===== config.mk =====
export PLATFORM = sky130hd
export DESIGN_NAME = bus_arbiter
export DESIGN_NICKNAME = d
export VERILOG_FILES = /design/src/rtl/bus_arbiter.sv
export SDC_FILE = /design/constraint.sdc
export NUM_CORES = 1
export LEC_CHECK = 0
export CAP_MARGIN = 20
export CORE_AREA = 5 5 134 136
export DETAILED_ROUTE_END_ITERATION = 12
export DIE_AREA = 0 0 139 141
export PLACE_DENSITY = 0.72
export SLEW_MARGIN = 20
export SYNTH_ARGS = -nofsm -noshare
export SYNTH_HDL_FRONTEND = slang
export SYNTH_SLANG_ARGS = --single-unit

===== constraint.sdc =====
create_clock -name clock -period 4 [get_ports clock]
set_clock_uncertainty 0.15 [all_clocks]
set_input_delay 0.4 -clock clock [delete_from_list [all_inputs] [get_ports clock]]
set_output_delay 0.4 -clock clock [all_outputs]
set_load 0.01 [all_outputs]

===== src/rtl/bus_arbiter.sv =====
// bus_arbiter
//   Round-robin arbiter that drives the datapath bus. In IDLE it picks one
//   requesting source. For exactly one cycle it then registers that source's
//   word onto BusMuxOut and asserts a one-hot destination write enable. The
//   destination register captures the word on the edge that ends that cycle.
//
// Optional feature: define BUS_ARB_PRIORITY_EN to give source 0 fixed top
//   priority. Source 0 wins whenever it requests, and those wins leave the
//   round-robin pointer untouched. Sources 1..NUM_SRC-1 round-robin among
//   themselves. With the macro undefined, all sources share one round-robin.
//
// Ports
//   clock      : single clock, rising edge
//   clear      : synchronous active-low reset
//   req        : per-source transfer request            [NUM_SRC]
//   src_data   : source i word at [i*DATA_WIDTH +: DATA_WIDTH]
//   src_dst    : source i destination id at [i*DST_W +: DST_W]
//   BusMuxOut  : registered bus word                    [DATA_WIDTH]
//   dst_enable : registered one-hot destination enable  [NUM_DST]
//   grant      : registered one-hot grant               [NUM_SRC]
//   bus_valid  : high during the drive cycle
//   dst_err    : high during a drive cycle whose destination id >= NUM_DST
module bus_arbiter #(
  parameter int DATA_WIDTH = 32,
  parameter int NUM_SRC    = 8,
  parameter int NUM_DST    = 16,
  parameter int DST_W      = 4
) (
  input  logic                          clock,
  input  logic                          clear,
  input  logic [NUM_SRC-1:0]            req,
  input  logic [NUM_SRC*DATA_WIDTH-1:0] src_data,
  input  logic [NUM_SRC*DST_W-1:0]      src_dst,
  output logic [DATA_WIDTH-1:0]         BusMuxOut,
  output logic [NUM_DST-1:0]            dst_enable,
  output logic [NUM_SRC-1:0]            grant,
  output logic                          bus_valid,
  output logic                          dst_err
);

  localparam int SRC_W = $clog2(NUM_SRC);

  typedef enum logic {IDLE = 1'b0, DRIVE = 1'b1} state_t;

  state_t               state_p0, state_nxt;
  logic [SRC_W-1:0]     last_p0, last_nxt;
  logic [DATA_WIDTH-1:0] bus_nxt;
  logic [NUM_DST-1:0]   en_nxt;
  logic [NUM_SRC-1:0]   grant_nxt;
  logic                 valid_nxt;
  logic                 err_nxt;

  logic [NUM_SRC-1:0]   rr_req;
  logic [SRC_W:0]       pick;
  logic [SRC_W-1:0]     win;
  logic [DST_W-1:0]     win_dst;
  logic [NUM_DST:0]     dec;

  // Returns {found, index}. The search starts at lst+1 and wraps, so the
  // most recent winner is the last candidate considered.
  function automatic logic [SRC_W:0] rr_pick(input logic [NUM_SRC-1:0] r,
                                             input logic [SRC_W-1:0]   lst);
    logic             found;
    logic [SRC_W-1:0] idx;
    int               cand;
    found = 1'b0;
    idx   = '0;
    for (int k = 1; k <= NUM_SRC; k++) begin
      cand = (int'(lst) + k) % NUM_SRC;
      if (!found && r[cand]) begin
        found = 1'b1;
        idx   = SRC_W'(cand);
      end
    end
    return {found, idx};
  endfunction

  // Returns {err, one-hot}. An id outside the register file yields no enable.
  function automatic logic [NUM_DST:0] dst_decode(input logic [DST_W-1:0] d);
    logic [NUM_DST-1:0] oh;
    oh = '0;
    for (int j = 0; j < NUM_DST; j++) oh[j] = (int'(d) == j);
    return {(int'(d) >= NUM_DST), oh};
  endfunction

`ifdef BUS_ARB_PRIORITY_EN
  // Source 0 is handled by the fixed-priority check, so it is kept out of
  // the rotating search.
  assign rr_req = req & ~NUM_SRC'(1);
`else
  assign rr_req = req;
`endif

  assign pick = rr_pick(rr_req, last_p0);

  always_comb begin
    state_nxt = state_p0;
    last_nxt  = last_p0;
    bus_nxt   = '0;
    en_nxt    = '0;
    grant_nxt = '0;
    valid_nxt = 1'b0;
    err_nxt   = 1'b0;
    win       = pick[SRC_W-1:0];
    win_dst   = '0;
    dec       = '0;
    case (state_p0)
      IDLE: begin
        if (|req) begin
`ifdef BUS_ARB_PRIORITY_EN
          if (req[0]) win = '0;
          else        last_nxt = win;
`else
          last_nxt = win;
`endif
          win_dst   = src_dst[int'(win)*DST_W +: DST_W];
          dec       = dst_decode(win_dst);
          bus_nxt   = src_data[int'(win)*DATA_WIDTH +: DATA_WIDTH];
          en_nxt    = dec[NUM_DST-1:0];
          err_nxt   = dec[NUM_DST];
          grant_nxt[win] = 1'b1;
          valid_nxt = 1'b1;
          state_nxt = DRIVE;
        end
      end
      DRIVE: state_nxt = IDLE;
      default: state_nxt = IDLE;
    endcase
  end

  // Stage p0: state, round-robin pointer and every registered output
  always_ff @(posedge clock) begin
    if (!clear) begin
      state_p0   <= IDLE;
      last_p0    <= SRC_W'(NUM_SRC - 1);
      BusMuxOut  <= '0;
      dst_enable <= '0;
      grant      <= '0;
      bus_valid  <= 1'b0;
      dst_err    <= 1'b0;
    end else begin
      state_p0   <= state_nxt;
      last_p0    <= last_nxt;
      BusMuxOut  <= bus_nxt;
      dst_enable <= en_nxt;
      grant      <= grant_nxt;
      bus_valid  <= valid_nxt;
      dst_err    <= err_nxt;
    end
  end

endmodule

==> flow_summary.ini <==
[detailed_routing]
wire_per_inst_um = 25.8
via_count = 5481
routed_via_density = 5.28
drtIter0Drc = 294
drtAntennaViolNets = 0
wl_um = 26800
drt_pass1_iterations = 4
drc = 0

[yosys]
ys_seq_area_frac = 0.245
ys.flop_type = dfxtp_1
syn_area_per_cell_sq_um = 12.6
synth_edf_count = 0
synth_most_common_cell = mux4_2
synth_top_cells_by_count = mux4_2, dfxtp_1, a22o_1
synth_area_leaders = mux4_2, dfxtp_1, a22o_1
synth_top_area_cell = mux4_2
async_flop_share = 0
synth_top_cell_area_share = 0.326
syn_nets = 690
syn_inst = 390
netlist_area_sq_mm = 0.00490
synth_cell_type_count = 68
ys_ff_latch = 60
ys_warn_count = 0

[grt]
grt_start_max_net_pins = 35
grt_antenna_before_repair = 16
grt_first_pass_wirelength_um = 38100
grt_pass1_vias = 5815
grt-ovfl-total = 0
grt_usage = 0.261

[critical_path]
timing.critical_path.to_type = flip-flop
start_kind = input pin
required_ns = 4.07
crit_top_cell = mux2i_1
crit_path_top_delay_cell = mux4_1
cp.arrival_ns = 3.92
slowest_delay_ns = 0.61
criticalPathCategory = input pin to flip-flop
cp_max_fo = 9
path_cells = clkdlybuf4s50_1 > buf_4 > mux4_1 > or4_1 > a211o_1 > nand2_4 > buf_12 > mux2i_1 > mux2i_1 > mux2_2 > nor4_1

[power]
total_power_mw = 12.1
p_leak_nw = 3.68
switching_share = 0.398
p_seq_frac = 0.074
worst_ir_drop_vdd_uv = 896
p_sw_mw = 4.82
combPwrFrac = 0.853
p_int_mw = 7.31
clockPowerShare = 0.073
cellPowerDensity_mw_per_mm2 = 1250

[timing]
grt_setup_unrepaired = yes
whs_ns = 0.490
hold_viol = 0
fmax_ghz = 0.260
slew_violations = 0
setup-violations-final = 0
timing.setup.tns_ns = 0
period_needed_ns = 3.84
period_share = 0.961
tightest_slew_ns = 0.540
relSlewSlack = 0.640

[cts]
cts_tree = done
clk_latency_ns = 0.33
cts_buffers = 9
cts_htree_levels = 3
clockRootBuffer = clkbuf_16
clock-sinks = 60
cts_hold_buf = 0
cts.clk_slew.worst_paths_ns = 0.05
cts_buffer_depth = 2

[floorplan]
start_util = 0.292
io_pins = 356
rows = 48
core_sq_mm = 0.0168
die-area_sq_mm = 0.0196
die_x_um = 139
fp.dieH_um = 141

[finish]
syn2layout_area_growth_pct = 97.4
fin_nets = 1102
instances_no_fill = 1038
utilization = 0.576
fillers = 1348
drive_above_1_share = 0.270

[placed_design]
numPortBuffers = 354
gp_routability_congestion = 0.991
dp_cells = 1013
place_hpwl_um = 22800

[run_status]
status = completed

[hold_path]
hold_path_class = input pin to flip-flop

[job]
drv_cap = 0
-- layer usage --
| layer | GRT usage | routed length (um) | up-vias |
|---|---|---|---|
| met1 | 0.333 | 10600 | 2643 |
| met3 | 0.111 | 3090 | 51 |
| li1 | - | - | 2456 |
| met2 | 0.406 | 12500 | 309 |
| met5 | 0 | 133 | - |
| met4 | 0.0747 | 458 | 22 |
-- cell families after synthesis --
family                   share of synthesized area
AO/OA/AOI/OAI                                0.129
XOR/XNOR                                    0.0105
adder cells (fa/ha/maj)                    0.00510
buffers and inverters                       0.0679
flip-flops                                   0.245
multiplexers                                 0.451
other                                     0.000765
AND/OR/NAND/NOR                             0.0908
-- worst max-delay path, delay by kind of cell --
| kind | cells | cell delay (ns) |
|---|---|---|
| muxes | 4 | 1.33 |
| and+or+nand+nor | 3 | 1.01 |
| buffers and inverters | 3 | 0.87 |
| AOI/OAI and AO/OA | 1 | 0.29 |
-- power groups by stage --
stage                     clock [mW]  sequential (mW)  combinational (mW)
after detailed placement           0            0.907                9.96
final                          0.880            0.902                10.3
after global placement             0            0.907                9.72
after floorplan                    0            0.991                6.38
after global routing           0.930            0.918                11.0
after CTS                      0.900            0.900                10.3
-- final timing paths --
check,start,endpoint,slack (ns),cells past startpoint
hold / removal,clear,last_p0[2],0.49,2
hold reg to reg,last_p0[2],last_p0[2],0.52,2
setup / recovery,req[4],dst_enable[2],0.16,11
setup reg to reg,last_p0[0],dst_enable[2],0.16,13
-- state kept, by name, indices dropped and copies added (netlist names) --
| name | count |
|---|---|
| last_p0 | 3 |
| bus_valid | 1 |
| BusMuxOut | 32 |
| grant | 8 |
| dst_enable | 16 |
-- area by class of cell --
cell class              instances  area (sq um)  share of cell area
flip-flops and latches         60          1200               0.124
diodes                          6          15.0             0.00155
repair buffers                442          4360               0.451
well taps                     225           282              0.0291
multi-input cells             278          3440               0.355
clock buffers                  13           270              0.0279
inverters                      11          43.8             0.00452
clock inverters                 3          67.6             0.00698
-- timing repair --
item / in CTS / in global routing
pin swaps: 1 / 0
resized for setup: 3 / 11
setup buffers: 3 / 0
endpoints found under the setup margin: 16 / 41
-- metrics by stage --
step | setup slack [ns] | area (sq um)
detailed placement | -0.361 | 9230
global placement | -0.167 | 9230
CTS | 0.00877 | 9630
global route | -0.0123 | 9680
floorplan | 0.00750 | 4930
finish | 0.156 | 9680
-- layout by cell type, fill, tap and decap left out, types with 10 or more instances in the layout --
| cell | Yosys | layout |
|---|---|---|
| mux2i_1 | 25 | 24 |
| a22o_1 | 33 | 33 |
| nand2_1 | 22 | 22 |
| dfxtp_1 | 60 | 59 |
| mux4_2 | 71 | 72 |
| buf_12 | 1 | 12 |
| clkdlybuf4s50_1 | 0 | 354 |
| buf_4 | 4 | 75 |
| inv_1 | 10 | 10 |
| nor3_1 | 18 | 18 |
Note: power is estimated with default switching activity, not from simulation.
